==> src/rtl/adder_8bit.sv <==
// ============================================================================
// Module   : adder_8bit
// Purpose  : Registered 8-bit unsigned ripple-carry adder with 9-bit sum and
//            valid flag. Define ADDER_8BIT_INREG_EN to add an input register
//            stage (latency 2 instead of 1).
// Revision : 1.0  initial release
// ============================================================================
`default_nettype none

module adder_8bit (
    input  logic       clk,
    input  logic       rst,
    input  logic       in_valid,
    input  logic [7:0] a,
    input  logic [7:0] b,
    output logic [8:0] out,
    output logic       out_valid
);

    localparam int unsigned c_WIDTH = 8;

    logic [c_WIDTH-1:0] w_a;
    logic [c_WIDTH-1:0] w_b;
    logic               w_valid;
    logic [c_WIDTH-1:0] w_sum;
    logic [c_WIDTH:0]   w_carry;

`ifdef ADDER_8BIT_INREG_EN
    logic [c_WIDTH-1:0] r_a;
    logic [c_WIDTH-1:0] r_b;
    logic               r_valid;

    always_ff @(posedge clk or posedge rst) begin
        if (rst) begin
            r_a     <= '0;
            r_b     <= '0;
            r_valid <= 1'b0;
        end else begin
            r_a     <= a;
            r_b     <= b;
            r_valid <= in_valid;
        end
    end

    assign w_a     = r_a;
    assign w_b     = r_b;
    assign w_valid = r_valid;
`else
    assign w_a     = a;
    assign w_b     = b;
    assign w_valid = in_valid;
`endif

    // Ripple chain: each cell produces its sum bit and a majority carry.
    assign w_carry[0] = 1'b0;

    generate
        for (genvar i = 0; i < c_WIDTH; i++) begin : g_fa
            assign w_sum[i]     = w_a[i] ^ w_b[i] ^ w_carry[i];
            assign w_carry[i+1] = (w_a[i] & w_b[i]) |
                                  (w_a[i] & w_carry[i]) |
                                  (w_b[i] & w_carry[i]);
        end
    endgenerate

    always_ff @(posedge clk or posedge rst) begin
        if (rst) begin
            out       <= '0;
            out_valid <= 1'b0;
        end else begin
            out_valid <= w_valid;
            if (w_valid) begin
                out <= {w_carry[c_WIDTH], w_sum};
            end
        end
    end

endmodule

`default_nettype wire

==> config.mk <==
export PLATFORM = sky130hd
export DESIGN_NAME = adder_8bit
export DESIGN_NICKNAME = d
export VERILOG_FILES = /design/src/rtl/adder_8bit.sv
export SDC_FILE = /design/constraint.sdc
export NUM_CORES = 1
export LEC_CHECK = 0
export CORE_MARGIN = 2
export CORE_UTILIZATION = 34
export DETAILED_ROUTE_END_ITERATION = 10
export GPL_TIMING_DRIVEN = 1
export PLACE_DENSITY = 0.68
export SETUP_SLACK_MARGIN = 0.05
export SLEW_MARGIN = 20
export SYNTH_ARGS = -nofsm -noshare
export SYNTH_HDL_FRONTEND = slang
export SYNTH_SLANG_ARGS = --single-unit
==> constraint.sdc <==
create_clock -name clk -period 0.9 [get_ports clk]
set_input_delay 0.18 -clock clk [delete_from_list [all_inputs] [get_ports clk]]
set_output_delay 0.18 -clock clk [all_outputs]
set_load 0.05 [all_outputs]
==> impl_metrics.json, run 1 <==
{
  "postSynthAreaPerCell_um2": 16.4,
  "io_pins": 29,
  "core_area_um2": 1520,
  "drt_pass1_iterations": 2,
  "rsz0062_at_grt": "true",
  "dp_hpwl_um": 882,
  "critical_path_class": "primary input to register",
  "dr_wl_met2_um": 557,
  "cp.arrival_ns": 3.07,
  "clockRootBuffer": "clkbuf_4",
  "vias_per_cell": 4.51,
  "clock_skew_ns": 0,
  "drv_cap": 0,
  "h-tree-depth": 1,
  "utilization_pct": 69.3,
  "synth_fp_nets": 61,
  "die_x_um": 44.5,
  "top_layer": "met3",
  "hold_violations": 0,
  "worstMarginPinSlew_ns": 0.380,
  "mappedNetlistArea_um2": 557,
  "initial_utilization_pct": 36.5,
  "drt_iter0_drc": 1,
  "routed_wl_um": 1020,
  "final_common_cell": "clkdlybuf4s50_1",
  "synth.distinct_cells": 9,
  "path_max_fanout": 1,
  "drcViolationCount": 0,
  "synth_top_area_share_pct": 44.9,
  "wl_met3_um": 93,
  "vias": 392,
  "finalMaxSlewViolations": 0,
  "syn2layout_area_growth_pct": 89.7,
  "grt_max_degree": 11,
  "yosys_register_bits": 10,
  "clockBufferDepth": 2,
  "endpoint_kind": "register",
  "p_leak_nw": 0.484,
  "track_usage_pct": 12.8,
  "setup_slack_ns": -1.99,
  "timing.fmax_mhz": 346,
  "drive_above_1_share_pct": 54.9,
  "io_buffers": 28,
  "clk_latency_ns": 0.25,
  "min_path_type": "primary input to asynchronous set/reset pin",
  "antenna_cells": 0,
  "cts_tree": "yes",
  "drt-wirelength-per-cell_um": 11.7,
  "grt_pass1_vias": 452,
  "grt_first_pass_wirelength_um": 1790,
  "powerDensity_nw_per_um2": 1980,
  "post-route-period-util_pct": 321,
  "ys_warn_count": 0,
  "peakVddDrop_mv": 1.17,
  "setup_viol": 18,
  "min_period_ns": 2.89,
  "path_clk_slew_ns": 0.07,
  "netlist_instances": 34,
  "overflow": 0,
  "ant_nets": 0,
  "dieArea_um2": 1980,
  "final_nets": 99,
  "r2r_end": "out[2]",
  "gp_congestion": 0.666,
  "status": "complete, but fails checks",
  "fp-row-count": 14,
  "cts_buffers": 3,
  "worstPathRequired_ns": 1.08,
  "crit_path_start_kind": "primary input",
  "cts.sinks": 10,
  "antenna_found_initial": 0,
  "dieHeight_um": 44.5,
  "timing.rr.start": "out[2]",
  "synth_top_cells_by_area": "dfrtp_1 45%, fa_1 25%, mux2_4 19%",
  "final_cell_mix": "13 x clkdlybuf4s50_1, 10 x buf_12, 9 x dfrtp_1",
  "whs_ns": 0.195,
  "synth_area_leader_cell": "dfrtp_1",
  "routedLengthMet1_um": 369,
  "ys_seq_area_share_pct": 44.9,
  "violations": "setup timing",
  "worst-r2r-cell-count": 2,
  "r2r_setup_slack_ns": -0.02,
  "maxSlewHeadroom_pct": 74.7
}
-- cells in the mapped netlist --
master,instances
mux2_4,7
a21oi_1,1
inv_1,5
mux2i_1,1
ha_1,1
dfrtp_1,10
nor2_1,1
buf_6,1
fa_1,7
-- where the power goes --
| group | leakage, nW | total (mW) | internal (mW) | switching (mW) |
|---|---|---|---|---|
| Clock | 0.0210 | 0.390 | 0.245 | 0.145 |
| Combinational | 0.348 | 1.06 | 0.590 | 0.471 |
| Sequential | 0.115 | 0.639 | 0.540 | 0.0983 |
| Total | 0.484 | 2.09 | 1.37 | 0.714 |
-- cells by family (layout without fill, tap and decap cells) --
kind of cell	after synthesis	after routing	share of synthesized area, %
compound gates	1	1	0.898
fa+ha+maj	8	8	27.4
buf+inv	6	43	5.39
flops	10	10	44.9
mux	8	8	20.7
simple gates	1	1	0.674
-- cell type report --
| type | instances | area, um^2 |
|---|---|---|
| fill | 122 | 468 |
| timing repair buffer | 34 | 425 |
| multi-input combinational | 18 | 304 |
| sequential | 10 | 251 |
| clock buffer | 4 | 36.3 |
| tap | 16 | 20.0 |
| inverter | 5 | 18.8 |
-- routing by layer --
layer | vias up | track usage, %
met5 | - | 0
met4 | 0 | 5.45
met3 | 0 | 3.27
met1 | 190 | 15.4
met2 | 20 | 21.4
li1 | 182 | -
-- stage by stage --
stage | std cells | TNS, ns | cell area [um^2] | power, mW | setup WS, ns
finish | 87 | -10.18 | 1060 | 2.09 | -1.99
detailed placement | 80 | -14.99 | 997 | 1.68 | -2.68
CTS | 85 | -11.32 | 1050 | 2.11 | -2.19
floorplan | 34 | -10.07 | 586 | 1.12 | -2.08
global route | 87 | -10.80 | 1060 | 2.21 | -2.06
global placement | 80 | -14.73 | 997 | 1.67 | -2.63
-- registers in the layout, summed over array words and instances (netlist names) --
| name | cells |
|---|---|
| out | 9 |
| out_valid | 1 |
-- worst max-delay path, stage by stage --
cell     delay [ns]
buf_6          0.10
ha_4           0.15
fa_2           0.34
fa_2           0.34
fa_2           0.34
fa_2           0.35
fa_2           0.34
fa_2           0.34
inv_2          0.06
fa_1           0.40
mux2i_1        0.13
-- worst max-delay path by stage --
stage	from	endpoint	cells past startpoint	slack, ns
after global routing	b[0]	out[7]	11	-2.06
final	b[0]	out[7]	11	-1.99
after floorplan	a[0]	out[7]	10	-2.08
after global placement	a[0]	out[7]	11	-2.63
after CTS	b[0]	out[7]	11	-2.19
after detailed placement	a[0]	out[7]	11	-2.68
-- repair_timing --
item,CTS,global route
hold buffers,0,0
setup endpoints to repair,19,18
buffers inserted,1,2
gates resized for setup,16,2
hold endpoints to repair,0,0
pin swaps,8,7
Note: power is estimated with default switching activity, not from simulation.
==> run 2, diff against run 1 <==
Settings changed: CTS_CLUSTER_DIAMETER set to 40.
==> results of run 2 <==
The final DEF is identical to that of run 1; final timing and power are the same.
